`config.mk`:
```
export PLATFORM = sky130hd
export DESIGN_NAME = trex_motion_flat
export DESIGN_NICKNAME = d
export VERILOG_FILES = /design/src/rtl/trex_motion_if.sv /design/src/rtl/trex_motion.sv /design/src/flat_wrapper.sv
export SDC_FILE = /design/constraint.sdc
export NUM_CORES = 1
export LEC_CHECK = 0
export ABC_CLOCK_PERIOD_IN_PS = 3600
export BUFFER_PORTS_ARGS = -buffer_cell sky130_fd_sc_hd__clkbuf_2
export CAP_MARGIN = 20
export CORE_MARGIN = 3
export CORE_UTILIZATION = 57
export CTS_CLUSTER_DIAMETER = 50
export DETAILED_ROUTE_END_ITERATION = 10
export PLACE_DENSITY = 0.82
export SYNTH_ARGS = -nofsm -noshare
export SYNTH_HDL_FRONTEND = slang
export SYNTH_SLANG_ARGS = --single-unit
export TNS_END_PERCENT = 30
```
`constraint.sdc`:
```
create_clock -name clk -period 3.6 [get_ports clk]
set_input_delay 0.36 -clock clk [delete_from_list [all_inputs] [get_ports clk]]
set_output_delay 0.36 -clock clk [all_outputs]
set_load 0.01 [all_outputs]
```
`src/rtl/trex_motion_if.sv`:
```
// Controller-side bundle for the T-rex motion block: game inputs in, sprite and
// hitbox information out.
interface trex_motion_if #(
    parameter int POS_W   = 10,
    parameter int SPEED_W = 4
);
    logic               tick;
    logic [SPEED_W-1:0] speed;
    logic               jump;
    logic               duck;
    logic               crash;
    logic               restart;
    logic [POS_W-1:0]   x_pos;
    logic [POS_W-1:0]   y_pos;
    logic [POS_W-1:0]   hit_w;
    logic [POS_W-1:0]   hit_h;
    logic [2:0]         frame;
    logic [2:0]         state;
    logic               airborne;

    modport master (
        output tick, speed, jump, duck, crash, restart,
        input  x_pos, y_pos, hit_w, hit_h, frame, state, airborne
    );

    modport slave (
        input  tick, speed, jump, duck, crash, restart,
        output x_pos, y_pos, hit_w, hit_h, frame, state, airborne
    );
endinterface

```
`src/rtl/trex_motion.sv`:
```
// T-rex character controller: state machine, frame-tick jump physics with fractional
// gravity, ducking, speed-drop, jump release and crash/restart, plus animation frame.
module trex_motion #(
    parameter int POS_W        = 10,
    parameter int VEL_W        = 8,
    parameter int SPEED_W      = 4,
    parameter int START_X      = 50,
    parameter int GROUND_Y     = 93,
    parameter int MIN_JUMP_Y   = 63,
    parameter int MAX_JUMP_Y   = 30,
    parameter int INIT_VEL     = -10,
    parameter int SPEED_SHIFT  = 3,
    parameter int DROP_VEL     = -5,
    parameter int SPEED_DROP_V = 8,
    parameter int GRAV_NUM     = 6,
    parameter int GRAV_DEN     = 10,
    parameter int HEIGHT       = 47,
    parameter int WIDTH        = 44,
    parameter int HEIGHT_DUCK  = 25,
    parameter int WIDTH_DUCK   = 59,
    parameter int RUN_TICKS    = 5,
    parameter int DUCK_TICKS   = 10,
    parameter int BLINK_TICKS  = 30
) (
    input  logic           clk,
    input  logic           rst_n,
    trex_motion_if.slave   bus
);

    localparam logic [2:0] ST_WAIT  = 3'd0;
    localparam logic [2:0] ST_RUN   = 3'd1;
    localparam logic [2:0] ST_JUMP  = 3'd2;
    localparam logic [2:0] ST_DUCK  = 3'd3;
    localparam logic [2:0] ST_CRASH = 3'd4;

    localparam logic [2:0] FR_WAIT0  = 3'd0;
    localparam logic [2:0] FR_WAIT1  = 3'd1;
    localparam logic [2:0] FR_RUN0   = 3'd2;
    localparam logic [2:0] FR_RUN1   = 3'd3;
    localparam logic [2:0] FR_JUMP0  = 3'd4;
    localparam logic [2:0] FR_DUCK0  = 3'd5;
    localparam logic [2:0] FR_DUCK1  = 3'd6;
    localparam logic [2:0] FR_CRASH0 = 3'd7;

    function automatic int max3(input int a, input int b, input int c);
        int m;
        m = (a > b) ? a : b;
        return (m > c) ? m : c;
    endfunction

    localparam int ANIM_W = $clog2(2 * max3(RUN_TICKS, DUCK_TICKS, BLINK_TICKS));
    localparam int ACC_W  = $clog2(GRAV_NUM + GRAV_DEN) + 1;
    // Two spare bits so y + vel can go negative or past the ground without wrapping.
    localparam int YX_W   = POS_W + 2;

    localparam logic [POS_W-1:0]        GROUND_U = POS_W'(GROUND_Y);
    localparam logic [POS_W-1:0]        DUCK_Y_U = POS_W'(GROUND_Y + HEIGHT - HEIGHT_DUCK);
    localparam logic [POS_W-1:0]        MIN_Y_U  = POS_W'(MIN_JUMP_Y);
    localparam logic [POS_W-1:0]        MAX_Y_U  = POS_W'(MAX_JUMP_Y);
    localparam logic signed [YX_W-1:0]  GROUND_S = YX_W'(GROUND_Y);
    localparam logic signed [VEL_W-1:0] INIT_S   = VEL_W'(INIT_VEL);
    localparam logic signed [VEL_W-1:0] DROP_S   = VEL_W'(DROP_VEL);
    localparam logic signed [VEL_W-1:0] SDROP_S  = VEL_W'(SPEED_DROP_V);

    logic [2:0]              state_q, state_d;
    logic [POS_W-1:0]        y_q, y_d;
    logic signed [VEL_W-1:0] vel_q, vel_d;
    logic [ACC_W-1:0]        acc_q, acc_d;
    logic                    min_q, min_d;
    logic [ANIM_W-1:0]       anim_q, anim_d;
    logic [2:0]              frame_q, frame_d;

    function automatic logic [ANIM_W-1:0] half_period(input logic [2:0] st);
        case (st)
            ST_WAIT: return ANIM_W'(BLINK_TICKS);
            ST_RUN:  return ANIM_W'(RUN_TICKS);
            ST_DUCK: return ANIM_W'(DUCK_TICKS);
            default: return ANIM_W'(1);
        endcase
    endfunction

    function automatic logic [ANIM_W-1:0] anim_last(input logic [2:0] st);
        case (st)
            ST_WAIT: return ANIM_W'(2 * BLINK_TICKS - 1);
            ST_RUN:  return ANIM_W'(2 * RUN_TICKS - 1);
            ST_DUCK: return ANIM_W'(2 * DUCK_TICKS - 1);
            default: return ANIM_W'(1);
        endcase
    endfunction

    function automatic logic [2:0] frame_of(input logic [2:0] st, input logic [ANIM_W-1:0] an);
        logic first_half;
        first_half = (an < half_period(st));
        case (st)
            ST_WAIT: return first_half ? FR_WAIT0 : FR_WAIT1;
            ST_RUN:  return first_half ? FR_RUN0 : FR_RUN1;
            ST_DUCK: return first_half ? FR_DUCK0 : FR_DUCK1;
            ST_JUMP: return FR_JUMP0;
            default: return FR_CRASH0;
        endcase
    endfunction

    logic signed [YX_W-1:0]  y_ext, vel_ext, y_sum;
    logic [POS_W-1:0]        y_air;
    logic                    land;
    logic [ACC_W-1:0]        acc_sum, acc_air;
    logic                    grav;
    logic signed [VEL_W-1:0] vel_g, vel_air, vel_start;
    logic [SPEED_W-1:0]      spd_shift;
    logic                    min_hit;
    logic                    active;

    always_comb begin
        y_ext     = {2'b00, y_q};
        vel_ext   = {{(YX_W-VEL_W){vel_q[VEL_W-1]}}, vel_q};
        y_sum     = y_ext + vel_ext;
        y_air     = y_sum[YX_W-1] ? '0 : y_sum[POS_W-1:0];
        land      = (y_sum >= GROUND_S);
        acc_sum   = acc_q + ACC_W'(GRAV_NUM);
        grav      = (acc_sum >= ACC_W'(GRAV_DEN));
        acc_air   = grav ? acc_sum - ACC_W'(GRAV_DEN) : acc_sum;
        vel_g     = vel_q + {{(VEL_W-1){1'b0}}, grav};
        min_hit   = min_q | (y_q < MIN_Y_U);
        spd_shift = bus.speed >> SPEED_SHIFT;
        vel_start = INIT_S - signed'({{(VEL_W-SPEED_W){1'b0}}, spd_shift});
        vel_air   = vel_g;
        if ((y_q <= MAX_Y_U) && (vel_g < DROP_S))
            vel_air = DROP_S;
        if (!bus.jump && min_hit && (vel_g < DROP_S))
            vel_air = DROP_S;
        // Speed-drop wins over both upward-velocity cuts.
        if (bus.duck)
            vel_air = SDROP_S;
    end

    assign active = (state_q == ST_RUN) || (state_q == ST_JUMP) || (state_q == ST_DUCK);

    always_comb begin
        state_d = state_q;
        y_d     = y_q;
        vel_d   = vel_q;
        acc_d   = acc_q;
        min_d   = min_q;
        anim_d  = anim_q;
        frame_d = frame_of(state_q, anim_q);

        // Crash is the one event that does not wait for the frame tick.
        if (bus.crash && active) begin
            state_d = ST_CRASH;
            if (bus.tick && (state_q == ST_JUMP) && land)
                y_d = GROUND_U;
        end else if (bus.tick) begin
            case (state_q)
                ST_CRASH: begin
                    if (bus.restart) begin
                        state_d = ST_WAIT;
                        y_d     = GROUND_U;
                        vel_d   = '0;
                        acc_d   = '0;
                        min_d   = 1'b0;
                    end
                end
                ST_WAIT, ST_RUN: begin
                    if (bus.jump) begin
                        state_d = ST_JUMP;
                        vel_d   = vel_start;
                        acc_d   = '0;
                        min_d   = 1'b0;
                    end else if ((state_q == ST_RUN) && bus.duck) begin
                        state_d = ST_DUCK;
                        y_d     = DUCK_Y_U;
                    end
                end
                ST_DUCK: begin
                    if (!bus.duck) begin
                        state_d = ST_RUN;
                        y_d     = GROUND_U;
                    end
                end
                ST_JUMP: begin
                    if (land) begin
                        state_d = bus.duck ? ST_DUCK : ST_RUN;
                        y_d     = bus.duck ? DUCK_Y_U : GROUND_U;
                        vel_d   = '0;
                        acc_d   = '0;
                    end else begin
                        y_d   = y_air;
                        vel_d = vel_air;
                        acc_d = acc_air;
                        min_d = min_hit;
                    end
                end
                default: state_d = ST_WAIT;
            endcase
        end

        if (state_d != state_q)
            anim_d = '0;
        else if (bus.tick)
            anim_d = (anim_q >= anim_last(state_q)) ? '0 : anim_q + 1'b1;
    end

    always_ff @(posedge clk or negedge rst_n) begin
        if (!rst_n) begin
            state_q <= ST_WAIT;
            y_q     <= GROUND_U;
            vel_q   <= '0;
            acc_q   <= '0;
            min_q   <= 1'b0;
            anim_q  <= '0;
            frame_q <= FR_WAIT0;
        end else begin
            state_q <= state_d;
            y_q     <= y_d;
            vel_q   <= vel_d;
            acc_q   <= acc_d;
            min_q   <= min_d;
            anim_q  <= anim_d;
            frame_q <= frame_d;
        end
    end

    assign bus.x_pos    = POS_W'(START_X);
    assign bus.y_pos    = y_q;
    assign bus.hit_w    = (state_q == ST_DUCK) ? POS_W'(WIDTH_DUCK) : POS_W'(WIDTH);
    assign bus.hit_h    = (state_q == ST_DUCK) ? POS_W'(HEIGHT_DUCK) : POS_W'(HEIGHT);
    assign bus.frame    = frame_q;
    assign bus.state    = state_q;
    assign bus.airborne = (state_q == ST_JUMP);

endmodule

```
`src/flat_wrapper.sv`:
```
// flat-port wrapper written by rule: the top's interface ports become plain ports
module trex_motion_flat 
#(
    parameter int POS_W        = 10,
    parameter int VEL_W        = 8,
    parameter int SPEED_W      = 4,
    parameter int START_X      = 50,
    parameter int GROUND_Y     = 93,
    parameter int MIN_JUMP_Y   = 63,
    parameter int MAX_JUMP_Y   = 30,
    parameter int INIT_VEL     = -10,
    parameter int SPEED_SHIFT  = 3,
    parameter int DROP_VEL     = -5,
    parameter int SPEED_DROP_V = 8,
    parameter int GRAV_NUM     = 6,
    parameter int GRAV_DEN     = 10,
    parameter int HEIGHT       = 47,
    parameter int WIDTH        = 44,
    parameter int HEIGHT_DUCK  = 25,
    parameter int WIDTH_DUCK   = 59,
    parameter int RUN_TICKS    = 5,
    parameter int DUCK_TICKS   = 10,
    parameter int BLINK_TICKS  = 30
)
  (clk, rst_n, bus_tick, bus_speed, bus_jump, bus_duck, bus_crash, bus_restart, bus_x_pos, bus_y_pos, bus_hit_w, bus_hit_h, bus_frame, bus_state, bus_airborne);
  trex_motion_if #(.POS_W(POS_W), .SPEED_W(SPEED_W)) bus_i ();
  input  logic clk;
  input  logic rst_n;
  input wire logic [$bits(bus_i.tick)-1:0] bus_tick;
  input wire logic [$bits(bus_i.speed)-1:0] bus_speed;
  input wire logic [$bits(bus_i.jump)-1:0] bus_jump;
  input wire logic [$bits(bus_i.duck)-1:0] bus_duck;
  input wire logic [$bits(bus_i.crash)-1:0] bus_crash;
  input wire logic [$bits(bus_i.restart)-1:0] bus_restart;
  output wire logic [$bits(bus_i.x_pos)-1:0] bus_x_pos;
  output wire logic [$bits(bus_i.y_pos)-1:0] bus_y_pos;
  output wire logic [$bits(bus_i.hit_w)-1:0] bus_hit_w;
  output wire logic [$bits(bus_i.hit_h)-1:0] bus_hit_h;
  output wire logic [$bits(bus_i.frame)-1:0] bus_frame;
  output wire logic [$bits(bus_i.state)-1:0] bus_state;
  output wire logic [$bits(bus_i.airborne)-1:0] bus_airborne;
  assign bus_i.tick = bus_tick;
  assign bus_i.speed = bus_speed;
  assign bus_i.jump = bus_jump;
  assign bus_i.duck = bus_duck;
  assign bus_i.crash = bus_crash;
  assign bus_i.restart = bus_restart;
  assign bus_x_pos = bus_i.x_pos;
  assign bus_y_pos = bus_i.y_pos;
  assign bus_hit_w = bus_i.hit_w;
  assign bus_hit_h = bus_i.hit_h;
  assign bus_frame = bus_i.frame;
  assign bus_state = bus_i.state;
  assign bus_airborne = bus_i.airborne;
  trex_motion #(.POS_W(POS_W), .VEL_W(VEL_W), .SPEED_W(SPEED_W), .START_X(START_X), .GROUND_Y(GROUND_Y), .MIN_JUMP_Y(MIN_JUMP_Y), .MAX_JUMP_Y(MAX_JUMP_Y), .INIT_VEL(INIT_VEL), .SPEED_SHIFT(SPEED_SHIFT), .DROP_VEL(DROP_VEL), .SPEED_DROP_V(SPEED_DROP_V), .GRAV_NUM(GRAV_NUM), .GRAV_DEN(GRAV_DEN), .HEIGHT(HEIGHT), .WIDTH(WIDTH), .HEIGHT_DUCK(HEIGHT_DUCK), .WIDTH_DUCK(WIDTH_DUCK), .RUN_TICKS(RUN_TICKS), .DUCK_TICKS(DUCK_TICKS), .BLINK_TICKS(BLINK_TICKS)) u_core (.clk(clk), .rst_n(rst_n), .bus(bus_i));
endmodule
```
==> results of run 1 <==
-- metal layers --
metal  part of all wire  up-vias  routed length, um  global-route usage
met5                  0        -                  0                   0
met4             0.0085        0                 65             0.06588
met3              0.053        6                410             0.03700
met2               0.50      108               3872              0.4280
met1               0.43     1495               3334              0.3231
li1                   -     1456                  -                   -
-- metrics by stage --
step | cells | instance area, um^2 | power (mW) | TNS [ns] | worst slack [ns]
2_1_floorplan | 423 | 3257 | 2.327 | 0 | 0.4205
3_3_place_gp | 492 | 3297 | 2.791 | 0 | 0.2304
3_5_place_dp | 492 | 3297 | 2.868 | 0 | 0.1734
4_1_cts | 500 | 3415 | 3.268 | 0 | 0.1545
5_1_grt | 500 | 3423 | 3.586 | -0.003327 | -0.003327
6_report | 500 | 3423 | 3.306 | 0 | 0.09064
-- power groups by stage --
stage / logic, mW / registers, mW / clock network [mW]
3_5_place_dp: 2.10 / 0.768 / 0
2_1_floorplan: 1.62 / 0.712 / 0
6_report: 2.17 / 0.770 / 0.368
5_1_grt: 2.39 / 0.795 / 0.397
3_3_place_gp: 2.03 / 0.761 / 0
4_1_cts: 2.13 / 0.762 / 0.374
-- synth_stat cells (all sizes together) (2+ instances only) --
cell type	number
or2	6
a31oi	7
nand3	16
o2111ai	2
o211ai	4
inv	20
a211oi	4
clkbuf	10
o22ai	4
a21boi	2
and4	3
o31ai	2
nand3b	2
o221ai	4
nand2	41
conb	2
a21oi	28
and2	7
a221o	3
nor3	9
xor2	6
a21o	4
a2bb2oi	3
o21ai	27
nand4	3
ha	23
or3	4
nor2b	6
xnor2	7
a211o	3
nand2b	11
nor4	2
a41oi	2
and3	5
dfstp	5
dfrtp	30
nor2	34
a22oi	2
buf	30
or4	2
-- final timing paths --
check,start,endpoint,slack [ns],cells after the start
min in group clk,bus_restart,u_core.bus.state[2],0.39,3
min,rst_n,u_core.bus.state[2],0.17,1
max,u_core.bus.y_pos[4],u_core.bus.y_pos[2],0.09,9
min reg2reg,u_core.acc_q[4],u_core.acc_q[4],0.50,2
max reg2reg,u_core.bus.y_pos[4],u_core.bus.y_pos[2],0.09,9
max in group asynchronous,rst_n,u_core.vel_q[6],2.90,1
-- sequential cells by signal (all words and copies together) (netlist names) --
name              cells
u_core.anim_q         6
u_core.bus.frame      3
u_core.bus.state      3
u_core.bus.y_pos     10
u_core.vel_q          8
u_core.acc_q          4
u_core.min_q          1
-- final cells by class --
cell class / instances / area share
Sequential cell: 35 / 0.2577
Multi-Input combinational cell: 327 / 0.5972
Tap cell: 70 / 0.02558
Clock inverter: 2 / 0.01023
Timing Repair Buffer: 39 / 0.06213
Inverter: 21 / 0.02303
Clock buffer: 6 / 0.02412
-- kinds of logic after synthesis --
family                     count (synthesis)  share of synthesized area
xor gates and xnor gates                  13                    0.03578
AOI/OAI and AO/OA                        111                     0.2308
other                                      2                   0.002360
muxes                                      2                   0.006685
buffers and inverters                     61                     0.1066
DFF                                       35                     0.2772
adders and majority gates                 24                    0.09674
and+or+nand+nor                          155                     0.2438
-- critical path, delay by kind of cell (launching register included) --
| family | cells | cell delay, ns |
|---|---|---|
| flip-flops | 1 | 0.58 |
| adder cells (fa/ha/maj) | 1 | 0.29 |
| AND/OR/NAND/NOR | 4 | 1.26 |
| AO/OA/AOI/OAI | 4 | 1.30 |
-- repair_timing --
item | in CTS | in global routing
gates resized for setup | 0 | 2
setup endpoints to repair | 0 | 8
hold buffers | 0 | 0
==> out/results.md, run 1 <==
Pwr
- switching pwr: 1.660 mW
- share of total power in the clock network: 0.111
- Leak Pwr: 1.624 nW
- sequential fraction of design power: 0.233
- net switching share of the total power: 0.5021
- Max rail drop VDD: 0.6279 mV
- total power divided by cell area: 965.6 nW/um^2
- Comb pwr share: 0.656
- internal power of the cells: 1.646 mW

Clock tree
- number of sinks driven by the clock tree: 35
- number of H-tree levels: 2
- Setup Buffers After CTS: 0
- CTS buffer count: 5
- clock tree buffer depth: 2
- TritonCTS clock tree: yes
- worst skew pair latency: 0.29 ns
- clock root buffer: clkbuf_8
- CTS clock-pin slew for the worst setup and hold paths: 0.07 ns

Yosys
- share of synthesized flip-flops with an asynchronous set or reset: 1.000
- most instantiated flip-flop cell in the synthesis netlist: dfrtp_1
- area of the mapped netlist: 3182 um^2
- Seq/Total Area, Yosys: 0.2772
- number of unique standard cell types used by synthesis: 62
- average size of a mapped cell: 7.895 um^2
- number of synthesized flops with an enable pin: 0
- biggest area contributors in the synthesized netlist: dfrtp_1 (24%), ha_1 (9.0%), buf_4 (6.8%)
- cells after synthesis: 403
- most area-hungry cell type in the Yosys netlist: dfrtp_1
- count of synthesis-stage warnings from yosys: 0
- Seq cells post-synth: 35
- share of the synthesized area in the top cell type: 0.2359

Floorplanning
- total number of placement rows: 26
- number of primary I/O pins: 58
- Vert. Die Dim: 80.72 um
- placeable core region: 5238 um^2
- initial cell density of the core: 0.6075
- DIE WIDTH: 80.72 um
- die footprint: 6515 um^2

Setup path
- critical-path maximum fanout: 5
- library cell contributing the largest single delay on the critical path: dfstp_2
- data arrival time of the critical path: 3.72 ns
- Cell Chain, Critical Path: ha_1 -> and2_4 -> a221o_1 -> or3_1 -> a32o_1 -> a2111o_1 -> or2_1 -> or3_1 -> a31oi_1
- Startpoint Class: flop
- largest incremental delay on the critical path: 0.58 ns
- capturing element type of the critical path: flop
- library cell appearing most often on the critical path: or3_1
- data required time of the critical path: 3.81 ns
- Worst Path Class, Setup: flop to flop

Timing
- clock period minus worst slack: 3.509 ns
- Min Hold Slack: 0.1704 ns
- slew at the pin closest to its max-slew limit: 0.8577 ns
- Final Max Slew Viols: 0
- Peak Freq: 0.2850 GHz
- Max-slew headroom: 0.4282
- Final setup violation count: 0
- count of endpoints failing hold in the final timing report: 0
- period utilisation layout: 0.9748
- worst clock skew on the final layout: 0.002258 ns

Cells and area
- filler instances: 461
- commonest non-fill, non-tap cell in the layout: nand2_1
- Final Util: 0.6536
- share of post-route cells with drive strength above 1: 0.1465
- number of diodes: 0
- Synth-to-Final Area Change: 7.589%
- most used cells in the layout excluding fill and tap cells: nand2_1 (41), nor2_1 (34), clkbuf_2 (32)
- area of the multi-input gates: 2044 um^2
- net count of the finished layout: 464
- FF+latch area: 882.1 um^2

Outcome
- result of the run: finished, final reports clean

Route
- total detailed-routing wirelength: 7683 um
- number of nets still failing antenna checks after routing: 0
- DR vias: 3065
- Initial DRC Count: 242
- Vias per Instance: 6.130
- detailed-route wire length per cell: 15.37 um
- DR pass1 iterations: 5
- DRC violations left: 0

Global routing
- maximum number of pins on one net before global-route repair: 36
- total grt overflow: 0
- vias in the first global route: 2751
- wire length of the first global-routing pass: 12770 um
- antenna violations before repair: 0
- Overall Global Routing Usage: 0.2477

Placed design
- sum of net half-perimeters after detailed placement: 5710 um
- weighted congestion at the end of routability-driven global placement: 0.8639
- I/O Buffers: 32

Run
- max capacitance violation total: 0

Hold path
- class of the tightest hold or removal check: input port to asynchronous set/reset pin

(Power assumes the default switching activity.)
==> inputs of run 2 (changes only) <==
--- a/config.mk
+++ b/config.mk
@@ -12,7 +12,7 @@
 export CORE_UTILIZATION = 57
 export CTS_CLUSTER_DIAMETER = 50
 export DETAILED_ROUTE_END_ITERATION = 10
-export PLACE_DENSITY = 0.82
+export PLACE_DENSITY = 0.83
 export SYNTH_ARGS = -nofsm -noshare
 export SYNTH_HDL_FRONTEND = slang
 export SYNTH_SLANG_ARGS = --single-unit
==> out/results.md, run 2 (synthesis gave the netlist of run 1 again) <==
Route
- Vias per Instance: 6.060, -1.1%
- DR vias: 3042, -0.75%
- Initial DRC Count: 216, -11%
- DRC violations left: 0, unchanged
- number of nets still failing antenna checks after routing: 0, unchanged
- total detailed-routing wirelength: 7492 um, -2.5%
- detailed-route wire length per cell: 14.92 um, -2.9%
- DR pass1 iterations: 5, unchanged

Floorplanning
- Vert. Die Dim: 80.72 um, unchanged
- number of primary I/O pins: 58, unchanged
- die footprint: 6515 um^2, unchanged
- placeable core region: 5238 um^2, unchanged
- DIE WIDTH: 80.72 um, unchanged
- total number of placement rows: 26, unchanged
- initial cell density of the core: 0.6075, unchanged

Placed design
- weighted congestion at the end of routability-driven global placement: 0.8930, +3.4%
- Cells after DPL: 494, +0.41%
- sum of net half-perimeters after detailed placement: 5660 um, -0.88%
- I/O Buffers: 32, unchanged

Setup path
- worst setup path startpoint: u_core.bus.y_pos[4]
- largest incremental delay on the critical path: 0.57 ns, about the same
- Worst Path Class, Setup: flop to flop
- Buffers & Inverters on Critical Path: 1, +1
- critical-path maximum fanout: 13, +8
- worst-case register-to-register setup slack: 0.14 ns, +0.05 ns
- data required time of the critical path: 3.81 ns, about the same
- Critical R2R Capture: u_core.anim_q[4]
- data arrival time of the critical path: 3.68 ns, -0.04 ns
- Startpoint Class: flop
- FF-to-FF path depth: 10, +1
- cell class contributing the biggest share of worst-path delay: compound AO/OA/AOI/OAI gates
- library cell appearing most often on the critical path: o21ai_0
- library cell contributing the largest single delay on the critical path: dfstp_2
- Critical Path Stages: 10, +1
- beginning of the worst register-to-register path: u_core.bus.y_pos[4]
- capturing element type of the critical path: flop
- Cell Chain, Critical Path: ha_1 -> and2_4 -> a221o_1 -> or3_1 -> a32o_1 -> a2111o_1 -> o21ai_2 -> buf_4 -> o21ai_0 -> o21ai_0

Cells and area
- number of diodes: 0, unchanged
- FF+latch area: 882.1 um^2, unchanged
- most used cells in the layout excluding fill and tap cells: nand2_1 (41), nor2_1 (34), clkbuf_2 (32)
- filler instances: 465, +0.87%
- commonest non-fill, non-tap cell in the layout: nand2_1
- Synth-to-Final Area Change: 7.000%
- share of post-route cells with drive strength above 1: 0.1481, +0.001637
- Final Non-Filler Cells: 502, +0.40%
- area of the multi-input gates: 2039 um^2, -0.24%
- max FFs per register: 10, unchanged
- net count of the finished layout: 466, +0.43%

Global routing
- Overall Global Routing Usage: 0.2459, -0.001771
- maximum number of pins on one net before global-route repair: 36, unchanged
- total grt overflow: 0, unchanged
- antenna violations before repair: 0, unchanged
- vias in the first global route: 2719, -1.2%
- wire length of the first global-routing pass: 12690 um, -0.60%

Clock tree
- number of sinks driven by the clock tree: 35, unchanged
- number of H-tree levels: 2, unchanged
- worst skew pair latency: 0.30 ns, about the same
- CTS clock-pin slew for the worst setup and hold paths: 0.07 ns, about the same
- TritonCTS clock tree: yes
- clock root buffer: clkbuf_8
- CTS buffer count: 5, unchanged
- clock tree buffer depth: 2, unchanged

Timing
- Max-slew headroom: 0.4157, -0.01255
- Final TNS setup: 0 ns, unchanged
- unrepaired setup endpoints after global routing: no
- Min Hold Slack: 0.1716 ns, +0.001214 ns
- count of endpoints failing hold in the final timing report: 0, unchanged
- slew at the pin closest to its max-slew limit: 0.8765 ns, +0.01882 ns
- Final setup violation count: 0, unchanged
- clock period minus worst slack: 3.463 ns, -0.04605 ns
- Final Max Slew Viols: 0, unchanged
- worst clock skew on the final layout: 0.01026 ns, +0.007998 ns
- period utilisation layout: 0.9620, -0.01279
- Peak Freq: 0.2887 GHz, +1.3%

Pwr
- Max rail drop VDD: 0.6763 mV, +7.7%
- total power divided by cell area: 943.8 nW/um^2, -2.3%
- Leak Pwr: 1.613 nW, -0.67%

Hold path
- class of the tightest hold or removal check: input port to asynchronous set/reset pin

Run
- max capacitance violation total: 0, unchanged

Outcome
- result of the run: finished, final reports clean

-- run 2: area by class of cell --
class / count / share of cell area
tap: 70 / 0.02573
multi-input combinational: 327 / 0.5990
timing repair buffer: 41 / 0.06689
inverter: 21 / 0.02315
sequential: 35 / 0.2591
clock buffer: 5 / 0.02021
clock inverter: 3 / 0.005880
-- run 2: worst max-delay path by stage --
stage	end	slack, ns
floorplan	u_core.bus.y_pos[2]	0.42
global placement	u_core.anim_q[4]	0.16
detailed placement	u_core.anim_q[4]	0.06
CTS	u_core.anim_q[1]	0.06
global route	u_core.vel_q[2]	0.006
finish	u_core.anim_q[4]	0.14
-- run 2: layer usage --
| metal | global-route usage | vias to the layer above | share of wire |
|---|---|---|---|
| met5 | 0 | - | 0 |
| met4 | 0.08446 | 0 | 0.018 |
| met3 | 0.04260 | 14 | 0.068 |
| met2 | 0.4081 | 134 | 0.48 |
| met1 | 0.3235 | 1434 | 0.44 |
| li1 | - | 1460 | - |
-- run 2: worst register-to-register path, cell delays in order, from the launching register on --
cell	delay [ns]
dfstp_2	0.57
ha_1	0.29
and2_4	0.20
a221o_1	0.37
or3_1	0.38
a32o_1	0.21
a2111o_1	0.49
o21ai_2	0.26
buf_4	0.25
o21ai_0	0.16
o21ai_0	0.20
-- run 2: report_power, final --
group,switching [mW],internal (mW)
registers,0.200,0.548
logic,1.29,0.883
clock network,0.152,0.134
total,1.65,1.57
-- run 2: stage by stage --
| stage | setup WS (ns) | total power [mW] | instance area (um^2) | util |
|---|---|---|---|---|
| finish | 0.1367 | 3.213 | 3405 | 0.6500 |
| global route | 0.006091 | 3.489 | 3405 | 0.6500 |
| CTS | 0.05644 | 3.167 | 3401 | 0.6493 |
| detailed placement | 0.05748 | 2.863 | 3312 | 0.6323 |
| global placement | 0.1560 | 2.789 | 3312 | 0.6323 |
| floorplan | 0.4205 | 2.327 | 3257 | - |
-- run 2: what timing repair did --
item / in CTS / in global routing
endpoints found under the setup margin: 0 / 7
setup buffers: 0 / 0
hold buffers: 0 / 0
resized for setup: 0 / 1
